**config.mk**
```make
export PLATFORM = sky130hd
export DESIGN_NAME = mem_port_arbiter
export DESIGN_NICKNAME = d
export VERILOG_FILES = /design/src/rtl/mem_port_arbiter.sv
export SDC_FILE = /design/constraint.sdc
export NUM_CORES = 1
export LEC_CHECK = 0
export CAP_MARGIN = 20
export CORE_MARGIN = 3
export CORE_UTILIZATION = 40
export DETAILED_ROUTE_END_ITERATION = 8
export PLACE_DENSITY = 0.86
export SETUP_SLACK_MARGIN = 0.4
export SLEW_MARGIN = 20
export SYNTH_ARGS = -nofsm -noshare
export SYNTH_HDL_FRONTEND = slang
export SYNTH_SLANG_ARGS = --single-unit
```
**constraint.sdc**
```tcl
create_clock -name clk -period 1.54 [get_ports clk]
set_input_delay 0.231 -clock clk [delete_from_list [all_inputs] [get_ports clk]]
set_output_delay 0.231 -clock clk [all_outputs]
set_load 0.02 [all_outputs]
```
**src/rtl/mem_port_arbiter.sv**
```systemverilog
// Round-robin arbiter sharing the data memory write port and read port 1
// between the core load/store path (r0) and the loader (r1).
//
// state  | meaning
// IDLE   | waiting for a request; winner sees ready combinationally
// ACCESS | single memory cycle: write strobe or read address presented
// RESP   | rvalid pulse to the requester that issued the read
module mem_port_arbiter #(
   parameter int ADDR_W = 6,
   parameter int DATA_W = 32
) (
   input  logic              clk,
   input  logic              rst_n,
   input  logic              r0_valid,
   input  logic              r0_we,
   input  logic [ADDR_W-1:0] r0_addr,
   input  logic [DATA_W-1:0] r0_wdata,
   output logic              r0_ready,
   output logic              r0_rvalid,
   output logic [DATA_W-1:0] r0_rdata,
   input  logic              r1_valid,
   input  logic              r1_we,
   input  logic [ADDR_W-1:0] r1_addr,
   input  logic [DATA_W-1:0] r1_wdata,
   output logic              r1_ready,
   output logic              r1_rvalid,
   output logic [DATA_W-1:0] r1_rdata,
   output logic              mem_write_enable,
   output logic [ADDR_W-1:0] write_address,
   output logic [DATA_W-1:0] write_data,
   output logic [ADDR_W-1:0] read_address1,
   input  logic [DATA_W-1:0] read_data1
);

   typedef enum logic [1:0] {IDLE, ACCESS, RESP} state_t;

   state_t              state;
   logic                last_grant;
   logic                cur_id;
   logic                cur_we;
   logic                write_strobe;
   logic                grant_id;
   logic                handshake;
   logic                sel_we;
   logic [ADDR_W-1:0]   sel_addr;
   logic [DATA_W-1:0]   sel_wdata;

   // On a tie the requester that did not win last time is served.
   always_comb begin
      grant_id = 1'b0;
      if (r0_valid && r1_valid) grant_id = ~last_grant;
      else                      grant_id = r1_valid;
   end

   always_comb begin
      sel_we    = r0_we;
      sel_addr  = r0_addr;
      sel_wdata = r0_wdata;
      if (grant_id) begin
         sel_we    = r1_we;
         sel_addr  = r1_addr;
         sel_wdata = r1_wdata;
      end
   end

   assign r0_ready  = rst_n && (state == IDLE) && r0_valid && !grant_id;
   assign r1_ready  = rst_n && (state == IDLE) && r1_valid &&  grant_id;
   assign handshake = r0_ready || r1_ready;

   // A reset asserted during ACCESS must keep the pending write out of memory.
   assign mem_write_enable = write_strobe && rst_n;

   always_ff @(posedge clk) begin
      if (!rst_n) begin
         state         <= IDLE;
         last_grant    <= 1'b1;
         cur_id        <= 1'b0;
         cur_we        <= 1'b0;
         write_strobe  <= 1'b0;
         write_address <= '0;
         write_data    <= '0;
         read_address1 <= '0;
         r0_rvalid     <= 1'b0;
         r1_rvalid     <= 1'b0;
         r0_rdata      <= '0;
         r1_rdata      <= '0;
      end else begin
         case (state)
            IDLE: begin
               if (handshake) begin
                  cur_id        <= grant_id;
                  cur_we        <= sel_we;
                  last_grant    <= grant_id;
                  write_strobe  <= sel_we;
                  write_address <= sel_addr;
                  write_data    <= sel_wdata;
                  read_address1 <= sel_addr;
                  state         <= ACCESS;
               end
            end
            ACCESS: begin
               write_strobe <= 1'b0;
               if (cur_we) begin
                  state <= IDLE;
               end else begin
                  if (cur_id) begin
                     r1_rdata  <= read_data1;
                     r1_rvalid <= 1'b1;
                  end else begin
                     r0_rdata  <= read_data1;
                     r0_rvalid <= 1'b1;
                  end
                  state <= RESP;
               end
            end
            RESP: begin
               r0_rvalid <= 1'b0;
               r1_rvalid <= 1'b0;
               state     <= IDLE;
            end
            default: begin
               write_strobe <= 1'b0;
               r0_rvalid    <= 1'b0;
               r1_rvalid    <= 1'b0;
               state        <= IDLE;
            end
         endcase
      end
   end

endmodule

```
# Word level (Yosys, flattened, before mapping)
# Cells that the tools add are included.
dict set report op_classes {
  n_eq_ne 6
  mux 15
  bitwise 5
  reduce_logical 16
}
# cell count
set op_table {}
lappend op_table {{$mux 32} 1}
lappend op_table {{$reduce_and 3->1} 4}
lappend op_table {{$ne 2x2->1 const B} 4}
lappend op_table {{$logic_and 1x1->1} 7}
lappend op_table {{$mux 1} 7}
lappend op_table {{$mux 6} 1}
lappend op_table {{$pmux 1 s2} 3}
lappend op_table {{$not 1->1} 5}
lappend op_table {{$mux 2} 2}
lappend op_table {{$pmux 2 s2} 1}
lappend op_table {{$reduce_and 2->1} 2}
lappend op_table {{$eq 2x1->1 const B} 1}
lappend op_table {{$eq 2x2->1 const B} 1}
lappend op_table {{$logic_not 2->1} 1}
lappend op_table {{$logic_not 1->1} 1}
lappend op_table {{$logic_or 1x1->1} 1}
dict set report totals {
  reg_bits 110
  in_bits 114
  output_inout_bits 113
  elab_cells 53
}

# Longest topological paths before layout
# Gate-level depths: netlist (run 1).
dict set report logic_depth {
  word_depth 7
  mapped_depth 6
  depth_no_buf 3
}

# Least setup slack after synthesis (run 1)
# OpenSTA, ideal clock, no wires.
dict set report synth_path {
  kind {register to output}
  from {reg state[0]}
  to {out r0_ready}
  arrival_ns 1.159
  t_required_ns 1.309
  setup_slack_ns 0.150
  stages_incl_launch_ff 5
  path_buffers 2
  cell_sequence {dfxtp_1 buf_2 nor3b_2 buf_2 and3_1}
}
dict set report synth_between {
  elab_chain_len 4
}
# item line_no
set synth_rtl {}
lappend synth_rtl {{start: declaration} 37} ;# state_t state;
lappend synth_rtl {{start signal: assignment} 75} ;# state <= IDLE;
lappend synth_rtl {{start signal: assignment} 98} ;# state <= ACCESS;
lappend synth_rtl {{start signal: assignment} 104} ;# state <= IDLE;
lappend synth_rtl {{$logic_not 2->1} 66} ;# assign r0_ready = rst_n && (state == IDLE) && r0_valid && !grant_id;
lappend synth_rtl {{$logic_and 1x1->1 (3 in series)} 66}
lappend synth_rtl {{end: declaration} 18} ;# output logic r0_ready,
# No other way between the ends.

# Worst setup path in the final report (run 1)
dict set report layout_path {
  from {reg state[1]}
  to {out r0_ready}
}
# The elaborated chain is that of the path after synthesis.

==> results.py, run 1 <==
metrics = {
    "yosys": {
        "synthTopCellsByArea": "dfxtp_1 (48%), nand2_1 (17%), a311oi_2 (12%), a21oi_1 (11%), buf_2 (2.0%)",
        "syn_nets": 656,
        "synthCells": 542,
        "synth.ff_latch_count": 110,
        "synth_xor_area_share_pct": 0,
        "yosys-top-cells-count": "nand2_1 (205), dfxtp_1 (110), a21oi_1 (105)",
        "synth_top_cell_by_area": "dfxtp_1",
        "synth_most_common_cell": "nand2_1",
        "synth_mux_area_share_pct": 0.435,
        "yosys_warnings": 0,
        "synthSimpleGateAreaFrac_pct": 19.6,
        "synth-edff-count": 0,
        "synth_compound_area_share_pct": 25.0,
        "synth.top_cell.area_share_pct": 47.9,
        "synth_cell_types": 30,
        "synth_top_flop_cell": "dfxtp_1",
        "synthArstFlopShare_pct": 0,
        "yosys.area_share.adder_pct": 0,
        "synth_top_family_by_area": "compound AO/OA/AOI/OAI gates",
        "synth-seq-area-share_pct": 47.9,
        "synthesis.area_mm2": 0.00460,
        "post_synth.cell_area_avg_um2": 8.48,
    },
    "final_layout": {
        "syn_to_final_growth_pct": 64.3,
        "final_nets": 887,
        "stdcell_area_mm2": 0.00755,
        "drive_gt1_share_pct": 36.0,
    },
    "grt": {
        "overflow": 0,
        "track_usage_pct": 22.7,
        "grt_max_degree": 47,
        "grt_pass1_wl_um": 23700,
        "grt_pass1_vias": 4897,
        "antenna_found_initial": 1,
    },
    "routing": {
        "drt_pass1_iterations": 5,
        "post_drt_wl_per_cell_um": 18.3,
        "final_antenna_net_count": 0,
        "routed_wl_um": 16800,
        "first_iter_violations": 364,
        "drc_errors": 0,
        "routed_via_density": 5.41,
        "dr_total_vias": 4968,
    },
    "die": {
        "pin_count": 227,
        "core-area_mm2": 0.0110,
        "start_util_pct": 41.7,
        "die_y_um": 113,
        "rows": 38,
        "dieArea_mm2": 0.0128,
        "die_w_um": 113,
    },
    "clocking": {
        "cts_made_buffers": 9,
        "cts.sinks": 110,
        "clock_tree.buffer_depth": 2,
        "htree_levels": 3,
        "path_clk_slew_ps": 70,
        "holdBufCountCts": 0,
        "clk_latency_ps": 340,
        "cts_tree": "built",
        "cts-root-buf": "clkbuf_16",
    },
    "place": {
        "hpwl_um": 10800,
        "pre_cts_slack_ps": -478,
        "gp_congestion": 0.868,
        "io_buffers": 226,
        "placed_area_mm2": 0.00699,
    },
    "worst_setup_path": {
        "max_stage_delay_ps": 340,
        "endpoint_kind": "output pin",
        "cp_slowest_cell": "dfxtp_2",
        "arrival_ps": 1270,
        "crit_fanout": 4,
        "path_cells": "nor3b_4 > and3_4 > buf_6",
        "setup.worst_path.class": "register to output pin",
        "critPathRequiredTime_ps": 1310,
        "cp-start-kind": "register",
    },
    "sta": {
        "min_period_ps": 1500,
        "rsz0062_at_grt": "true",
        "tns_ps": 0,
        "period_share_pct": 97.3,
        "setup_viol": 0,
        "max_slew_margin_pct": 79.6,
        "slew_violations": 0,
        "worst_slew_pin_slew_ps": 306,
        "finalClockSkew_ps": 8.50,
        "fin_ws_ps": 41.1,
        "timing.fmax_mhz": 667,
        "hold_violations": 0,
    },
    "pwr": {
        "irDropWorstVdd_uv": 628,
        "cellPowerDensity_mw_per_mm2": 997,
        "p_leak_uw": 0.00306,
    },
    "worst_hold_path": {
        "hp-class": "input pin to register",
    },
    "run_status": {
        "outcome": "completed",
    },
    "run": {
        "drv_cap": 0,
    },
}
==> final timing paths <==
| check | from | end | slack, ps | depth (start not counted) |
|---|---|---|---|---|
| setup reg to reg | state[1]$_SDFFE_PN0P_ | write_data[9]$_SDFFE_PN0P_ | 50 | 6 |
| hold / removal | rst_n | last_grant$_SDFFE_PN1P_ | 370 | 3 |
| hold reg to reg | r0_rdata[21]$_SDFFE_PN0P_ | r0_rdata[21]$_SDFFE_PN0P_ | 460 | 2 |
| setup / recovery | state[1]$_SDFFE_PN0P_ | r0_ready | 40 | 3 |
==> layout by cell type, fill, tap and decap left out, drive strengths merged, types with 2 or more instances in the layout <==
master / synthesis / final
a21oi: 105 / 105
a311oi: 38 / 38
a31oi: 2 / 2
and2: 3 / 3
and3: 2 / 2
buf: 34 / 132
clkbuf: 21 / 34
clkdlybuf4s50: 0 / 110
clkinv: 0 / 2
dfxtp: 110 / 110
dlygate4sd2: 0 / 3
dlymetal6s2s: 0 / 2
inv: 3 / 6
mux2i: 2 / 2
nand2: 205 / 205
nand2b: 2 / 2
nor2: 3 / 3
nor3b: 2 / 2
or4b: 1 / 4
==> cell type report <==
| type | count | area [um^2] |
|---|---|---|
| clock buffers | 9 | 225 |
| well taps | 140 | 175 |
| fillers | 797 | 3480 |
| inverters | 3 | 13.8 |
| repair buffers | 272 | 2540 |
| diodes | 1 | 2.50 |
| multi-input cells | 377 | 2290 |
| clock inverters | 7 | 88.8 |
| flip-flops and latches | 110 | 2220 |
==> worst max-delay path: cells and delay by family, from the launching register on <==
family / cells / cell delay (ps)
simple gates: 2 / 480
buf+inv: 1 / 110
flops: 1 / 340
==> report_power, final <==
| part | switching [uW] | total (uW) | internal, uW |
|---|---|---|---|
| clock | 1110 | 2410 | 1300 |
| combinational | 1000 | 1950 | 947 |
| sequential | 136 | 3170 | 3030 |
==> registers in the layout, summed over array words and instances (netlist names) <==
name and cells:
write_strobe 1, cur_we 1, r1_rvalid 1, state 2
last_grant 1, r0_rdata 32, write_data 32, cur_id 1
read_address1 6, r1_rdata 32, r0_rvalid 1
==> through the flow <==
| stage | hold slack, ps | std cells | utilization (%) | total power [uW] |
|---|---|---|---|---|
| 2_1_floorplan | 307 | 542 | - | 4110 |
| 6_report | 374 | 919 | 68.5 | 7530 |
| 4_1_cts | 379 | 900 | 63.9 | 7310 |
| 3_5_place_dp | 443 | 877 | 63.4 | 4950 |
| 3_3_place_gp | 439 | 877 | 63.4 | 4910 |
| 5_1_grt | 390 | 919 | 68.5 | 7790 |
==> routing by layer <==
layer	vias up	global-route usage (%)	part of all wire, %
met5	-	0	0
met4	0	7.53	3.3
met3	43	5.61	8.1
met2	251	41.7	51
met1	2360	25.4	37
li1	2314	-	-
==> cells by family after synthesis <==
kind of cell | count (synthesis)
AND/OR/NAND/NOR | 222
multiplexers | 2
AO/OA/AOI/OAI | 150
flip-flops | 110
buffers and inverters | 58
==> timing repair <==
action	4_1_cts	5_1_grt
cloned	5	11
gates resized for setup	421	120
pin swaps	3	35
setup buffers	2	7
endpoints found under the setup margin	219	144
No activity file was read; power rests on OpenSTA's default activity.
==> inputs of run 2 (changes only) <==
--- a/config.mk
+++ b/config.mk
@@ -6,7 +6,7 @@
 export NUM_CORES = 1
 export LEC_CHECK = 0
 export CAP_MARGIN = 20
-export CORE_MARGIN = 3
+export CORE_MARGIN = 4
 export CORE_UTILIZATION = 40
 export DETAILED_ROUTE_END_ITERATION = 8
 export PLACE_DENSITY = 0.86
==> constraint.sdc (replaced) <==
create_clock -name clk -period 1.39 [get_ports clk]
set_input_delay 0.2085 -clock clk [delete_from_list [all_inputs] [get_ports clk]]
set_output_delay 0.2085 -clock clk [all_outputs]
set_load 0.02 [all_outputs]
==> run 2 against run 1 <==
  * The flow now finishes with violations (negative setup slack)
  * Clock power rose by 27%
  * Hold slack improved by 4.8 ps
  * Cell count rose by 5.8%
  * Critical path depth rose by 2
  * Non-clock buffer count rose by 57
  * Global-route usage rose by 4.9 points
  * Sequential cell count did not move
  * First-iteration DRC count rose by 29%
  * Utilization rose by 17 points
  * Power rose by 25%
  * Critical path type is now register to register
  * Largest cell class unchanged
  * Largest power group unchanged
==> results.py, run 2 (same netlist as run 1, synthesis figures left out) <==
metrics = {
    "clocking": {
        "cts_made_buffers": 9,
        "cts-root-buf": "clkbuf_16",
        "clk_latency_ps": 350,
        "path_clk_slew_ps": 70,
        "cts.sinks": 110,
        "cts_tree": "built",
        "clock_tree.buffer_depth": 2,
        "htree_levels": 3,
        "holdBufCountCts": 0,
    },
    "final_layout": {
        "final_nets": 941,
        "register_area_mm2": 0.00239,
        "reg_top3": "r0_rdata (32), r1_rdata (32), write_data (32)",
        "drive_gt1_share_pct": 63.1,
        "nFillCells": 482,
        "syn_to_final_growth_pct": 105,
        "stdcell_area_mm2": 0.00943,
        "diodes": 0,
        "layout_common_cells": "nand2_1 (141), buf_6 (125), clkdlybuf4s50_1 (110)",
        "multiInputGateArea_mm2": 0.00284,
        "layout_commonest_cell": "nand2_1",
    },
    "die": {
        "core-area_mm2": 0.0110,
        "die_w_um": 115,
        "start_util_pct": 41.7,
        "die_y_um": 115,
        "rows": 38,
        "dieArea_mm2": 0.0133,
        "pin_count": 227,
    },
    "pwr": {
        "cellPowerDensity_mw_per_mm2": 999,
        "p_leak_uw": 0.00385,
        "irDropWorstVdd_uv": 637,
        "power_uw": 9430,
    },
    "routing": {
        "final_antenna_net_count": 0,
        "routed_wl_um": 21400,
        "routed_via_density": 5.62,
        "dr_total_vias": 5467,
        "drc_errors": 0,
        "post_drt_wl_per_cell_um": 22.0,
        "first_iter_violations": 471,
        "drt_pass1_iterations": 5,
    },
    "run_status": {
        "violations": "negative setup slack",
        "outcome": "finished with violations",
    },
    "run": {
        "drv_cap": 0,
    },
    "place": {
        "placed_area_mm2": 0.00700,
        "io_buffers": 226,
        "pre_cts_slack_ps": -607,
        "gp_congestion": 0.848,
        "hpwl_um": 10900,
    },
    "sta": {
        "slew_violations": 0,
        "period_share_pct": 113,
        "min_period_ps": 1570,
        "fin_ws_ps": -181,
        "timing.fmax_mhz": 636,
        "hold_violations": 0,
        "tns_ps": -12860,
        "setup_viol": 106,
        "holdWs_ps": 379,
        "rsz0062_at_grt": "true",
        "max_slew_margin_pct": 76.4,
        "finalClockSkew_ps": 9.74,
        "worst_slew_pin_slew_ps": 354,
    },
    "worst_setup_path": {
        "max_stage_delay_ps": 590,
        "setup.worst_path.end": "r0_rdata[15]$_SDFFE_PN0P_",
        "crit_fanout": 8,
        "cp-start-kind": "register",
        "endpoint_kind": "register",
        "cp_slowest_cell": "or4b_4",
        "critPathRequiredTime_ps": 1610,
        "path_cells": "buf_6 > or4b_4 > clkbuf_16 > nand2_4 > a21oi_2",
        "setup.worst_path.class": "register to register",
        "arrival_ps": 1790,
        "reg2reg_from": "state[1]$_SDFFE_PN0P_",
        "ff2ff_path_depth": 5,
        "crit_start": "state[1]$_SDFFE_PN0P_",
        "r2r_setup_slack_ps": -180,
        "reg2reg_to": "r0_rdata[15]$_SDFFE_PN0P_",
    },
    "worst_hold_path": {
        "hp-class": "input pin to register",
    },
    "grt": {
        "grt_pass1_vias": 5537,
        "antenna_found_initial": 0,
        "track_usage_pct": 27.5,
        "grt_pass1_wl_um": 28500,
        "grt_max_degree": 50,
        "overflow": 0,
    },
}
[run 2: cell types whose count changed in the layout (fill, tap and decap cells not counted), sizes merged, moves of 2 or more]
cell | before | now
buf | 132 | 214
bufinv | 1 | 3
clkbuf | 34 | 15
clkinv | 2 | 0
dlymetal6s2s | 2 | 0
inv | 6 | 3
or4b | 4 | 1
[run 2: per-layer routing]
metal	global-route usage, %	vias to the layer above	share of wire [%]
met2	49.4	359	52
met3	6.37	68	7.9
met4	13.6	0	3.8
met5	0	-	0
met1	30.4	2628	36
li1	-	2412	-
[run 2: final cells by class]
cell class,count,area share [%]
clock buffers,13,2.76
well taps,140,1.86
clock inverters,3,0.955
repair buffers,329,38.8
flip-flops and latches,110,25.4
multi-input cells,374,30.1
inverters,3,0.146
[run 2: how the worst min path moves through the flow]
stage / cells after the start / startpoint / slack [ps] / to
2_1_floorplan: 1 / rst_n / 280 / last_grant$_SDFFE_PN1P_
3_3_place_gp: 2 / r0_rdata[6]$_SDFFE_PN0P_ / 440 / r0_rdata[6]$_SDFFE_PN0P_
3_5_place_dp: 2 / r0_rdata[6]$_SDFFE_PN0P_ / 440 / r0_rdata[6]$_SDFFE_PN0P_
4_1_cts: 3 / rst_n / 340 / last_grant$_SDFFE_PN1P_
5_1_grt: 3 / rst_n / 390 / last_grant$_SDFFE_PN1P_
6_report: 3 / rst_n / 380 / last_grant$_SDFFE_PN1P_
[run 2: report_power, final]
part | internal (uW) | leakage, uW | switching (uW)
combinational | 1450 | 0.00273 | 1350
sequential | 3380 | 0.000951 | 200
clock | 1870 | 0.000170 | 1190
[run 2: per-stage QoR]
| stage | utilization, % | instances |
|---|---|---|
| after floorplan | - | 542 |
| after global placement | 63.5 | 877 |
| after detailed placement | 63.5 | 877 |
| after CTS | 78.3 | 936 |
| after global routing | 85.5 | 972 |
| final | 85.5 | 972 |
[run 2: timing repair]
item,CTS,global route
gates resized for setup,907,138
gates cloned,11,2
setup endpoints to repair,221,223
setup buffers,32,34
pin swaps,36,37
endpoints found under the hold margin,0,0
[run 2: critical path, delay by kind of cell (launching register included)]
| family | cells | cell delay [ps] |
|---|---|---|
| and+or+nand+nor | 2 | 670 |
| DFF | 1 | 360 |
| buffers and inverters | 2 | 360 |
| AOI/OAI and AO/OA | 1 | 60 |
